[config.mk]
export PLATFORM = sky130hd
export DESIGN_NAME = ex_muldiv_unit
export DESIGN_NICKNAME = d
export VERILOG_FILES = /design/src/rtl/ex_muldiv_unit.sv
export SDC_FILE = /design/constraint.sdc
export NUM_CORES = 1
export LEC_CHECK = 0
export ABC_AREA = 0
export CORE_AREA = 2 2 169 171
export DETAILED_ROUTE_END_ITERATION = 16
export DIE_AREA = 0 0 171 173
export PLACE_DENSITY = 0.76
export SYNTH_ARGS = -nofsm -noshare
export SYNTH_HDL_FRONTEND = slang
export SYNTH_SLANG_ARGS = --single-unit
[constraint.sdc]
create_clock -name clk -period 7.42 [get_ports clk]
set_input_delay 1.484 -clock clk [delete_from_list [all_inputs] [get_ports clk]]
set_output_delay 1.484 -clock clk [all_outputs]
set_load 0.01 [all_outputs]
[src/rtl/ex_muldiv_unit.sv]
// rtl/ex_muldiv_unit.sv - iterative MULT/MULTU/DIV/DIVU unit owning the HI/LO registers
//
// Purpose:
//   Runs one radix-2 step per cycle (shift-add multiply, restoring divide)
//   on unsigned magnitudes, then applies sign correction in a final FIXUP
//   cycle that writes HI/LO. MTHI/MTLO write HI/LO directly from IDLE.
//
// Ports:
//   clk     in   rising-edge clock
//   reset   in   asynchronous active-high reset
//   start   in   one-cycle request from the execute stage
//   md_op   in   0=MULT 1=MULTU 2=DIV 3=DIVU 4=MTHI 5=MTLO 6/7=no-op
//   rs_val  in   operand A (multiplicand / dividend / MTHI-MTLO source)
//   rt_val  in   operand B (multiplier / divisor)
//   flush   in   squash the in-flight operation
//   busy    out  high while an operation is in flight
//   done    out  high in the cycle whose closing edge writes the result
//   hi      out  HI register
//   lo      out  LO register

module ex_muldiv_unit #(
    parameter int               XLEN     = 32,
    parameter logic [XLEN-1:0]  HILO_RST = '0
) (
    input  logic            clk,
    input  logic            reset,
    input  logic            start,
    input  logic [2:0]      md_op,
    input  logic [XLEN-1:0] rs_val,
    input  logic [XLEN-1:0] rt_val,
    input  logic            flush,
    output logic            busy,
    output logic            done,
    output logic [XLEN-1:0] hi,
    output logic [XLEN-1:0] lo
);

    localparam int              CW       = $clog2(XLEN);
    localparam logic [CW-1:0]   CNT_LAST = CW'(XLEN - 1);

    localparam logic [2:0] OP_MULT  = 3'd0;
    localparam logic [2:0] OP_MULTU = 3'd1;
    localparam logic [2:0] OP_DIV   = 3'd2;
    localparam logic [2:0] OP_DIVU  = 3'd3;
    localparam logic [2:0] OP_MTHI  = 3'd4;
    localparam logic [2:0] OP_MTLO  = 3'd5;

    typedef enum logic [1:0] {
        S_IDLE  = 2'd0,
        S_CALC  = 2'd1,
        S_FIXUP = 2'd2
    } state_t;

    state_t            state_q,  state_d;
    logic [CW-1:0]     cnt_q,    cnt_d;
    // acc_hi/acc_lo: product high/low for multiply, remainder/quotient for divide
    logic [XLEN-1:0]   acc_hi_q, acc_hi_d;
    logic [XLEN-1:0]   acc_lo_q, acc_lo_d;
    // opnd holds |A| (multiplicand) for multiply, |B| (divisor) for divide
    logic [XLEN-1:0]   opnd_q,   opnd_d;
    logic              is_div_q, is_div_d;
    logic              neg_q,    neg_d;
    logic              rneg_q,   rneg_d;
    logic [XLEN-1:0]   hi_q,     hi_d;
    logic [XLEN-1:0]   lo_q,     lo_d;

    logic              op_signed;
    logic              a_neg;
    logic              b_neg;
    logic [XLEN-1:0]   abs_a;
    logic [XLEN-1:0]   abs_b;

    logic [XLEN:0]     mul_sum;
    logic [XLEN:0]     div_shift;
    logic [XLEN:0]     div_diff;
    logic [2*XLEN-1:0] prod;
    logic [2*XLEN-1:0] prod_neg;

    always_comb begin
        op_signed = (md_op == OP_MULT) || (md_op == OP_DIV);
        a_neg     = op_signed && rs_val[XLEN-1];
        b_neg     = op_signed && rt_val[XLEN-1];
        // Magnitude of the most negative value wraps to itself, which is the
        // correct unsigned magnitude.
        abs_a     = a_neg ? -rs_val : rs_val;
        abs_b     = b_neg ? -rt_val : rt_val;
    end

    // Datapath for one iteration step and for the final sign correction.
    always_comb begin
        // Multiply: add multiplicand when the current multiplier bit is set,
        // then shift the whole accumulator right by one.
        mul_sum   = {1'b0, acc_hi_q} + (acc_lo_q[0] ? {1'b0, opnd_q} : '0);
        // Divide: shift remainder:quotient left, trial-subtract divisor.
        div_shift = {acc_hi_q, acc_lo_q[XLEN-1]};
        div_diff  = div_shift - {1'b0, opnd_q};
        prod      = {acc_hi_q, acc_lo_q};
        prod_neg  = -prod;
    end

    always_comb begin
        state_d  = state_q;
        cnt_d    = cnt_q;
        acc_hi_d = acc_hi_q;
        acc_lo_d = acc_lo_q;
        opnd_d   = opnd_q;
        is_div_d = is_div_q;
        neg_d    = neg_q;
        rneg_d   = rneg_q;
        hi_d     = hi_q;
        lo_d     = lo_q;

        case (state_q)
            S_IDLE: begin
                if (start && !flush) begin
                    case (md_op)
                        OP_MULT, OP_MULTU: begin
                            acc_hi_d = '0;
                            acc_lo_d = abs_b;
                            opnd_d   = abs_a;
                            is_div_d = 1'b0;
                            neg_d    = a_neg ^ b_neg;
                            rneg_d   = 1'b0;
                            cnt_d    = '0;
                            state_d  = S_CALC;
                        end
                        OP_DIV, OP_DIVU: begin
                            is_div_d = 1'b1;
                            cnt_d    = '0;
                            if (rt_val == '0) begin
                                // No trap: result is preloaded uncorrected and
                                // the iteration is skipped entirely.
                                acc_hi_d = rs_val;
                                acc_lo_d = '1;
                                opnd_d   = '0;
                                neg_d    = 1'b0;
                                rneg_d   = 1'b0;
                                state_d  = S_FIXUP;
                            end else begin
                                acc_hi_d = '0;
                                acc_lo_d = abs_a;
                                opnd_d   = abs_b;
                                neg_d    = a_neg ^ b_neg;
                                rneg_d   = a_neg;
                                state_d  = S_CALC;
                            end
                        end
                        OP_MTHI: hi_d = rs_val;
                        OP_MTLO: lo_d = rs_val;
                        default: ;
                    endcase
                end
            end

            S_CALC: begin
                if (flush) begin
                    state_d = S_IDLE;
                end else begin
                    if (is_div_q) begin
                        if (!div_diff[XLEN]) begin
                            acc_hi_d = div_diff[XLEN-1:0];
                            acc_lo_d = {acc_lo_q[XLEN-2:0], 1'b1};
                        end else begin
                            acc_hi_d = div_shift[XLEN-1:0];
                            acc_lo_d = {acc_lo_q[XLEN-2:0], 1'b0};
                        end
                    end else begin
                        acc_hi_d = mul_sum[XLEN:1];
                        acc_lo_d = {mul_sum[0], acc_lo_q[XLEN-1:1]};
                    end
                    cnt_d = cnt_q + CW'(1);
                    if (cnt_q == CNT_LAST) begin
                        state_d = S_FIXUP;
                    end
                end
            end

            S_FIXUP: begin
                state_d = S_IDLE;
                // A flush here wins over the architectural write.
                if (!flush) begin
                    if (is_div_q) begin
                        hi_d = rneg_q ? -acc_hi_q : acc_hi_q;
                        lo_d = neg_q  ? -acc_lo_q : acc_lo_q;
                    end else if (neg_q) begin
                        hi_d = prod_neg[2*XLEN-1:XLEN];
                        lo_d = prod_neg[XLEN-1:0];
                    end else begin
                        hi_d = acc_hi_q;
                        lo_d = acc_lo_q;
                    end
                end
            end

            default: state_d = S_IDLE;
        endcase
    end

    always_ff @(posedge clk or posedge reset) begin
        if (reset) begin
            state_q  <= S_IDLE;
            cnt_q    <= '0;
            acc_hi_q <= '0;
            acc_lo_q <= '0;
            opnd_q   <= '0;
            is_div_q <= 1'b0;
            neg_q    <= 1'b0;
            rneg_q   <= 1'b0;
            hi_q     <= HILO_RST;
            lo_q     <= HILO_RST;
        end else begin
            state_q  <= state_d;
            cnt_q    <= cnt_d;
            acc_hi_q <= acc_hi_d;
            acc_lo_q <= acc_lo_d;
            opnd_q   <= opnd_d;
            is_div_q <= is_div_d;
            neg_q    <= neg_d;
            rneg_q   <= rneg_d;
            hi_q     <= hi_d;
            lo_q     <= lo_d;
        end
    end

    // busy is a pure state decode, so it is 0 in the cycle that accepts start.
    assign busy = (state_q != S_IDLE);
    assign done = (state_q == S_FIXUP) && !flush;
    assign hi   = hi_q;
    assign lo   = lo_q;

endmodule
==> results.py <==
metrics = {
    "status": {
        "status": "finished, final reports clean",
    },
    "hold_path": {
        "hold_path_class": "reg2reg",
    },
    "cts": {
        "clock_sinks": 170,
        "cts.path.max_buffers": 2,
        "cts_setup_buffers": 0,
        "cts_buffers": 17,
        "path_clk_slew_ns": 0.07,
        "cts_hold_buffers": 0,
        "cts_resized": 0,
        "cts_tree": "done",
        "ctsRootBufferMaster": "clkbuf_16",
        "cts_max_level": 4,
        "clk_latency_ns": 0.45,
    },
    "global_routing": {
        "grt_pass1_vias": 14647,
        "overflow": 0,
        "grt_max_degree": 82,
        "grt_pass1_wl_mm": 87.4,
        "grt_antenna_before_repair": 1,
        "grt_usage": 0.389,
    },
    "logic_synthesis": {
        "syn-num-nets": 2113,
        "ys_warn_count": 0,
        "synth.distinct_cells": 77,
        "seq_area_frac_synth": 0.281,
        "post_synth.cell_area_avg_um2": 7.68,
        "yosys_register_bits": 170,
        "synth_area_mm2": 0.0151,
        "synth_cells": 1970,
        "async_reset_ff_frac": 1.00,
        "synth_top_flop_cell": "dfrtp_1",
        "synth_edf_count": 0,
    },
    "detailed_routing": {
        "drt-vias-per-instance": 6.57,
        "ant_nets": 0,
        "drc": 0,
        "vias": 15839,
        "drt-initial-drc-count": 2106,
        "detail_route.first_pass.iterations": 6,
        "drt-wirelength-per-cell_um": 24.1,
        "wl_mm": 58.2,
    },
    "critical_path": {
        "cp_max_fo": 65,
        "cp-end-kind": "output port",
        "path_class": "in2out",
        "start_kind": "input pin",
        "cp_data_arrival_time_ns": 3.61,
        "worstPathRequired_ns": 5.94,
    },
    "floorplanning": {
        "fp-row-count": 61,
        "core_mm2": 0.0276,
        "initial_core_util": 0.548,
        "die_y_um": 173,
        "die_x_um": 171,
        "io_pins": 137,
        "dieArea_mm2": 0.0296,
    },
    "finish": {
        "nets": 2162,
        "final_util": 0.626,
        "layout-drive-gt1-share": 0.0502,
        "antenna_cells": 0,
        "fillers": 2554,
        "layout-area-overhead-vs-synth_pct": 14.2,
    },
    "power_and_ir_drop": {
        "power.density_mw_per_mm2": 327,
        "ir_worst_vdd_uv": 224,
        "leakagePower_nw": 7.22,
    },
    "timing": {
        "slew_viol_final": 0,
        "worst_pin_slew_ns": 1.41,
        "hold_viol_final": 0,
        "grt_setup_unrepaired": "no",
        "setup_viol": 0,
        "tns_ns": 0,
        "hold_ws_ns": 0.477,
        "slew_headroom": 0.0527,
        "min_period_over_period": 0.687,
        "finClkSkew_ns": 0.0177,
        "layout_min_cycle_time_ns": 5.10,
        "timing.fmax_mhz": 196,
    },
    "placement": {
        "globalplace.congestion": 0.995,
        "port_buffers": 136,
        "dpl.hpwl_mm": 43.5,
    },
    "job": {
        "drv_cap": 0,
    },
}
==> registers in the layout (all words and copies together) (netlist names) <==
name,cells
acc_hi_q,32
acc_lo_q,32
cnt_q,5
hi,32
is_div_q,1
lo,32
neg_q,1
opnd_q,32
rneg_q,1
state_q,2
==> worst paths after layout <==
kind | cells after the start | slack, ns | end | startpoint
max | 6 | 2.32 | done | flush
min | 2 | 0.48 | hi[21] | hi[21]
max reg2reg | 13 | 2.70 | acc_hi_q[26] | acc_lo_q[31]
min reg2reg | 2 | 0.48 | hi[21] | hi[21]
max in group asynchronous | 3 | 4.74 | acc_hi_q[12] | reset
min in group asynchronous | 2 | 1.43 | lo[8] | reset
==> cells by family after synthesis <==
group,after synthesis,share of synthesized area
compound gates,632,0.258
xor+xnor,176,0.102
fa+ha+maj,72,0.0605
buf+inv,187,0.0482
flops,170,0.281
mux,70,0.0473
simple gates,663,0.203
==> area by class of cell <==
type	instances	area (um^2)	share of cell area
Clock buffer	19	453	0.0262
Sequential cell	170	4260	0.246
Timing Repair Buffer	157	1520	0.0879
Clock inverter	13	150	0.00869
Multi-Input combinational cell	1613	10200	0.590
Inverter	60	230	0.0133
Tap cell	378	473	0.0274
==> power by group <==
part / switching [W] / internal [W]
logic: 0.00178 / 0.00134
registers: 0.000427 / 0.00116
clock network: 0.000451 / 0.000498
==> per-layer routing <==
layer	global-route usage	vias up	wire [um]
met5	0	-	0
met4	0.191	0	3260
met3	0.0826	185	6950
li1	-	7175	-
met1	0.530	7504	23100
met2	0.584	975	24900
==> synth_stat cells, drive strengths merged, types with 29 or more instances <==
master	n	share of area
o21ai	168	0.056
o31ai	51	0.025
nand3	49	0.016
a21oi	206	0.068
nand2	205	0.052
a21o	34	0.017
xor2	59	0.034
mux2i	58	0.038
inv	60	0.015
dfrtp	170	0.28
xnor2	117	0.068
clkbuf	101	0.025
nand2b	29	0.012
ha	70	0.058
nor2	217	0.055
nor3	49	0.016
==> critical path: stages <==
cell	delay, ns
clkdlybuf4s50_1	0.50
nor2_1	0.42
o21ai_4	0.10
buf_4	0.31
nor2_1	0.20
clkdlybuf4s50_1	0.56
==> metrics by stage <==
step | cells | cell area (um^2) | setup slack, ns | total power [W]
2_1_floorplan | 1970 | 15100 | 1.33 | 0.00364
3_3_place_gp | 2378 | 16700 | 2.34 | 0.00457
3_5_place_dp | 2378 | 16700 | 2.16 | 0.00462
4_1_cts | 2410 | 17300 | 2.33 | 0.00556
5_1_grt | 2410 | 17300 | 2.16 | 0.00600
6_report | 2410 | 17300 | 2.32 | 0.00565
==> cells in the final DEF (no fill, tap or decap), drive strengths merged, types with 6 or more instances in the layout <==
master	count
nand2b	29
mux2	12
nand3	49
a31oi	24
a221oi	14
mux2i	58
nor3	49
and2	18
clkdlybuf4s50	136
and3	14
o21ai	168
or2	6
nor4	15
a211o	8
xnor2	117
nor2b	17
nor2	217
or4	11
nand2	205
clkbuf	19
o211ai	25
o21a	6
or3	7
o221ai	9
a21oi	206
dfrtp	170
o22ai	10
ha	70
o21bai	6
o41ai	18
a311oi	8
nand4	11
a211oi	14
xor2	59
o311ai	6
a21o	34
inv	68
buf	21
o31ai	51
(Power assumes the default switching activity.)
